==> src/rtl/mem_arbiter.sv <==
// mem_arbiter: two-requester memory arbiter (instruction fetch vs. data).
// Data normally wins a simultaneous request. A 3-bit starvation counter gives
// fetch the grant once data has won four times while fetch was waiting.
// Ports:
//   clk, rst                 clock, synchronous active-low reset
//   ifReq/ifAddr             fetch request (held until ifAck) and address
//   ifRdata/ifAck            fetched word, one-cycle completion pulse
//   dReq/dWe/dAddr/dWdata    data request (held until dAck), store flag, address, store data
//   dRdata/dAck              load data, one-cycle completion pulse
//   memReq/memWe/memAddr/memWdata  memory request side (registered)
//   memRdata/memAck          memory response (memAck ignored while memReq = 0)
//   ifStall/dStall           combinational freeze: req & ~ack
//   owner                    0 = fetch, 1 = data (last/current grant)
//   err                      timeout pulse (tied 0 unless timeout enabled)
// Optional feature: define ARB_TIMEOUT_EN to abort a grant after 255 cycles
// without memAck (ack pulses with rdata 24'hFFFFFF and err).
module mem_arbiter (
    input  logic        clk,
    input  logic        rst,
    input  logic        ifReq,
    input  logic [15:0] ifAddr,
    output logic [23:0] ifRdata,
    output logic        ifAck,
    input  logic        dReq,
    input  logic        dWe,
    input  logic [15:0] dAddr,
    input  logic [23:0] dWdata,
    output logic [23:0] dRdata,
    output logic        dAck,
    output logic        memReq,
    output logic        memWe,
    output logic [15:0] memAddr,
    output logic [23:0] memWdata,
    input  logic [23:0] memRdata,
    input  logic        memAck,
    output logic        ifStall,
    output logic        dStall,
    output logic        owner,
    output logic        err
);

    localparam int unsigned ADDR_W  = 16;
    localparam int unsigned DATA_W  = 24;
    localparam int unsigned STARV_W = 3;

    localparam logic [1:0] S_IDLE     = 2'd0;
    localparam logic [1:0] S_GRANT_IF = 2'd1;
    localparam logic [1:0] S_GRANT_D  = 2'd2;

    localparam logic [STARV_W-1:0] STARV_LIMIT = STARV_W'(4);
    localparam logic [DATA_W-1:0]  RDATA_ERR   = {DATA_W{1'b1}};

    logic [1:0]         state_q,     state_d;
    logic [STARV_W-1:0] starv_q,     starv_d;
    logic               mem_req_q,   mem_req_d;
    logic               mem_we_q,    mem_we_d;
    logic [ADDR_W-1:0]  mem_addr_q,  mem_addr_d;
    logic [DATA_W-1:0]  mem_wdata_q, mem_wdata_d;
    logic               if_ack_q,    if_ack_d;
    logic               d_ack_q,     d_ack_d;
    logic [DATA_W-1:0]  if_rdata_q,  if_rdata_d;
    logic [DATA_W-1:0]  d_rdata_q,   d_rdata_d;
    logic               owner_q,     owner_d;
    logic               if_pend, d_pend, starved;

`ifdef ARB_TIMEOUT_EN
    localparam int unsigned TMO_W = 8;
    // Counter starts at 0 on the first grant cycle, so 254 marks the 255th.
    localparam logic [TMO_W-1:0] TMO_LAST = TMO_W'(254);
    logic [TMO_W-1:0] tmo_q, tmo_d;
    logic             err_q, err_d;
`endif

    // Next-state and registered-output logic.
    always_comb begin
        state_d     = state_q;
        starv_d     = starv_q;
        mem_req_d   = mem_req_q;
        mem_we_d    = mem_we_q;
        mem_addr_d  = mem_addr_q;
        mem_wdata_d = mem_wdata_q;
        if_ack_d    = 1'b0;
        d_ack_d     = 1'b0;
        if_rdata_d  = if_rdata_q;
        d_rdata_d   = d_rdata_q;
        owner_d     = owner_q;
        if_pend     = ifReq & ~if_ack_q;
        d_pend      = dReq & ~d_ack_q;
        starved     = if_pend & d_pend & (starv_q == STARV_LIMIT);
`ifdef ARB_TIMEOUT_EN
        tmo_d       = '0;
        err_d       = 1'b0;
`endif
        case (state_q)
            S_IDLE: begin
                // The cycle an ack is driven is a turnaround: the acked requester
                // is dropping its request, so arbitration waits one cycle and then
                // sees both requesters with data priority intact.
                if (!if_ack_q && !d_ack_q) begin
                    if (d_pend && !starved) begin
                        state_d     = S_GRANT_D;
                        mem_req_d   = 1'b1;
                        mem_we_d    = dWe;
                        mem_addr_d  = dAddr;
                        mem_wdata_d = dWdata;
                        owner_d     = 1'b1;
                        if (ifReq) begin
                            starv_d = starv_q + STARV_W'(1);
                        end
                    end else if (if_pend) begin
                        state_d    = S_GRANT_IF;
                        mem_req_d  = 1'b1;
                        mem_we_d   = 1'b0;
                        mem_addr_d = ifAddr;
                        owner_d    = 1'b0;
                        starv_d    = '0;
                    end
                end
            end
            S_GRANT_IF, S_GRANT_D: begin
                if (memAck) begin
                    state_d   = S_IDLE;
                    mem_req_d = 1'b0;
                    if (state_q == S_GRANT_IF) begin
                        if_ack_d   = 1'b1;
                        if_rdata_d = memRdata;
                    end else begin
                        d_ack_d = 1'b1;
                        if (!mem_we_q) begin
                            d_rdata_d = memRdata;
                        end
                    end
                end
`ifdef ARB_TIMEOUT_EN
                else if (tmo_q == TMO_LAST) begin
                    state_d   = S_IDLE;
                    mem_req_d = 1'b0;
                    err_d     = 1'b1;
                    if (state_q == S_GRANT_IF) begin
                        if_ack_d   = 1'b1;
                        if_rdata_d = RDATA_ERR;
                    end else begin
                        d_ack_d   = 1'b1;
                        d_rdata_d = RDATA_ERR;
                    end
                end else begin
                    tmo_d = tmo_q + TMO_W'(1);
                end
`endif
            end
            default: begin
                state_d   = S_IDLE;
                mem_req_d = 1'b0;
            end
        endcase
    end

    // State and output registers; reset also abandons any access in flight.
    always_ff @(posedge clk) begin
        if (!rst) begin
            state_q     <= S_IDLE;
            starv_q     <= '0;
            mem_req_q   <= 1'b0;
            mem_we_q    <= 1'b0;
            mem_addr_q  <= '0;
            mem_wdata_q <= '0;
            if_ack_q    <= 1'b0;
            d_ack_q     <= 1'b0;
            if_rdata_q  <= '0;
            d_rdata_q   <= '0;
            owner_q     <= 1'b0;
`ifdef ARB_TIMEOUT_EN
            tmo_q       <= '0;
            err_q       <= 1'b0;
`endif
        end else begin
            state_q     <= state_d;
            starv_q     <= starv_d;
            mem_req_q   <= mem_req_d;
            mem_we_q    <= mem_we_d;
            mem_addr_q  <= mem_addr_d;
            mem_wdata_q <= mem_wdata_d;
            if_ack_q    <= if_ack_d;
            d_ack_q     <= d_ack_d;
            if_rdata_q  <= if_rdata_d;
            d_rdata_q   <= d_rdata_d;
            owner_q     <= owner_d;
`ifdef ARB_TIMEOUT_EN
            tmo_q       <= tmo_d;
            err_q       <= err_d;
`endif
        end
    end

    assign memReq   = mem_req_q;
    assign memWe    = mem_we_q;
    assign memAddr  = mem_addr_q;
    assign memWdata = mem_wdata_q;
    assign ifAck    = if_ack_q;
    assign dAck     = d_ack_q;
    assign ifRdata  = if_rdata_q;
    assign dRdata   = d_rdata_q;
    assign owner    = owner_q;
    assign ifStall  = ifReq & ~if_ack_q;
    assign dStall   = dReq & ~d_ack_q;

`ifdef ARB_TIMEOUT_EN
    assign err = err_q;
`else
    assign err = 1'b0;
`endif

endmodule

==> config.mk <==
export PLATFORM = sky130hd
export DESIGN_NAME = mem_arbiter
export DESIGN_NICKNAME = d
export VERILOG_FILES = /design/src/rtl/mem_arbiter.sv
export SDC_FILE = /design/constraint.sdc
export NUM_CORES = 1
export LEC_CHECK = 0
export CORE_MARGIN = 2
export CORE_UTILIZATION = 44
export CTS_CLUSTER_DIAMETER = 120
export DETAILED_ROUTE_END_ITERATION = 12
export PLACE_DENSITY = 0.86
export SLEW_MARGIN = 20
export SYNTH_ARGS = -nofsm -noshare
export SYNTH_HDL_FRONTEND = slang
export SYNTH_SLANG_ARGS = --single-unit
==> constraint.sdc <==
create_clock -name clk -period 2.6 [get_ports clk]
set_clock_uncertainty 0.05 [all_clocks]
set_input_delay 0.39 -clock clk [delete_from_list [all_inputs] [get_ports clk]]
set_output_delay 0.39 -clock clk [all_outputs]
set_load 0.005 [all_outputs]
==> run summary <==
Crit path max-delay family = simple AND/OR/NAND/NOR gates
Ys async rst share = 0%
Max-slew violations = 0
Overflow left after global routing = 0
Syn nets = 560
Endpoint type of the worst setup path = register
FILL cells = 653
Dpl cells = 724
Inserted Clock Buffers = 9
Cell Count, Final, Fillers Out = 740
Largest cells by area after synthesis = dfxtp_1 52%, nand2_1 16%, a21oi_1 7.1%, o21ai_0 3.6%, nand3_1 3.5%
Setup violators final = 0
DR pass1 iterations = 4
PortBufs = 180
H-tree depth = 3
Hold WC Path Type = primary input to register
Fraction of layout cells with a size suffix above 1 = 4.41%
Endpoints failing hold = 0
Clock-pin transition on the worst setup and hold timing paths = 90 ps
Most numerous cell in the Yosys netlist = nand2_1
Stages on worst setup path = 6
CTS tree = built
R2r worst-path depth = 6
Syn Inst Count = 470
Largest net degree at the start of global routing = 69
Status = finished clean
CP max FO = 34
Max-cap violations = 0
Antenna diode count = 0
DR WL met2 = 5140 µm
Critical path class = register to register
Die W = 96.2 µm
IO Pins = 182
Req. time, crit path = 2820 ps
Placed cell area = 5530 µm²
Worst Path Arrival = 2450 ps
Clk_lat worst skew = 340 ps
Post-CTS sizing = 0
DR iter-0 viols = 113
Worst slew pin tran = 968 ps
Syn Area/Cell = 7.97 µm²
Post-CTS setup buffer count = 0
Sequential share of the synthesized area = 52.4%
Highest routed layer = met4
Maximum VDD drop = 0.358 mV
Gr usage total = 22.9%
CP Launch Type = register
CTS root buf = clkbuf_8
Ys Warns = 0
Top-area cell type share of the netlist area = 52.4%
Cts hold-fix bufs = 0
Starting Density = 45.6%
Design area = 5740 µm²
Hold Slack = 363 ps
Vias in the first global route = 3,684
Fin nets = 720
Post-route DRC = 0
Leak Pwr = 2.06 nW
Post-synth EDFFs = 0
FP Rows = 33
Total Die Area = 9260 µm²
Via count = 3,839
Metal-1 WL = 4300 µm
Mapped cell area = 3740 µm²
Critical-path top delay cell = and2b_1
GP Congestion = 0.734
DR vias/cell = 5.19
Final worst-path cycle share = 85.8%
Largest area contributor in the netlist = dfxtp_1
Ys flop type = dfxtp_1
First-pass GRT wire length = 16,700 µm
Synth cell count leaders = 160 x nand2_1, 98 x dfxtp_1, 53 x a21oi_1
Wirelength, routed = 10,900 µm
CP cell instances = inv_1 -> ha_1 -> nor3b_4 -> and2b_1 -> o21ai_0 -> a31oi_1
Setup_tns = 0 ps
Initial antenna violation count = 0
Area added between synthesis and finish = 53.2%
Dpl hpwl = 7820 µm
#FFs+latches synth = 98
CTS Sinks = 98
Fmax = 0.448 GHz
Antenna Nets Post-Route = 0
Synth cell types = 37
Clk buf depth = 2
WP buf/inv = 1
Hold depth = 3
Pwr Density = 666 nW/µm²
Slew HR = 35.5%
Fin util = 69.8%
Slowest Stage Delay on Critical Path = 800 ps
Routed WL per cell = 14.8 µm
Die Ht = 96.2 µm
Routed wl met3 = 1340 µm
Core area = 8220 µm²
Unrepaired setup endpoints after global routing = no
Final min period = 2230 ps
stage by stage:
step / setup WS, ps / total power, mW
floorplan: 1050 / 2.29
global placement: 393 / 2.82
detailed placement: 309 / 2.86
CTS: 378 / 3.85
global route: 103 / 4.03
finish: 369 / 3.82
sequential cells by signal, indices dropped and copies added (netlist names):
name,flops
dRdata,24
ifRdata,24
memWdata,24
memAddr,16
starv_q,3
state_q,2
dAck,1
ifAck,1
memReq,1
memWe,1
owner,1
path summary, 6_finish.rpt:
kind,endpoint,slack [ps],from
setup / recovery,memAddr[1],370,state_q[1]
hold / removal,dRdata[0],360,rst
setup reg to reg,memAddr[1],370,state_q[1]
hold reg to reg,dRdata[2],410,dRdata[2]
cells by family after synthesis:
kind of cell	after synthesis	share of synthesized area, %
adders and majority gates	4	1.34
and+or+nand+nor	210	24.4
AOI/OAI and AO/OA	113	16.0
buffers and inverters	43	5.55
muxes	1	0.267
DFF	98	52.4
other	1	0.100
area by class of cell:
class	count	area [µm²]	area share, %
Sequential cell	98	1960	34.2
Timing Repair Buffer	186	1840	32.1
Multi-Input combinational cell	329	1570	27.4
Clock buffer	11	141	2.46
Tap cell	105	131	2.29
Clock inverter	5	63.8	1.11
Inverter	6	22.5	0.393
per-layer routing:
metal / vias up / global-route usage [%]
li1: 1882 / -
met1: 1790 / 25.8
met2: 153 / 39.2
met3: 14 / 9.87
met4: 0 / 6.67
met5: - / 0
tightest hold or removal path, cell delays in order:
cell	delay, ps
buf_2	100
inv_2	110
a21oi_1	130
layout by cell type, fill, tap and decap left out, drive strengths merged, types with 2 or more instances in the layout:
cell type and instances:
nor2b 3, nand3 26, a21oi 53, o21ai 40
clkdlybuf4s50 179, clkbuf 11, inv 6, and2 2
dfxtp 98, a31oi 17, nor2 2, buf 7
nor3b 2, nand2 161, clkinv 3, nand3b 3
or3 3, ha 4
report_power, final:
part | internal (mW) | switching [mW] | leakage, nW
clock network | 0.477 | 0.515 | 0.0997
registers | 1.68 | 0.105 | 0.801
logic | 0.563 | 0.473 | 1.16
total | 2.72 | 1.09 | 2.06
No activity file was read; power rests on OpenSTA's default activity.
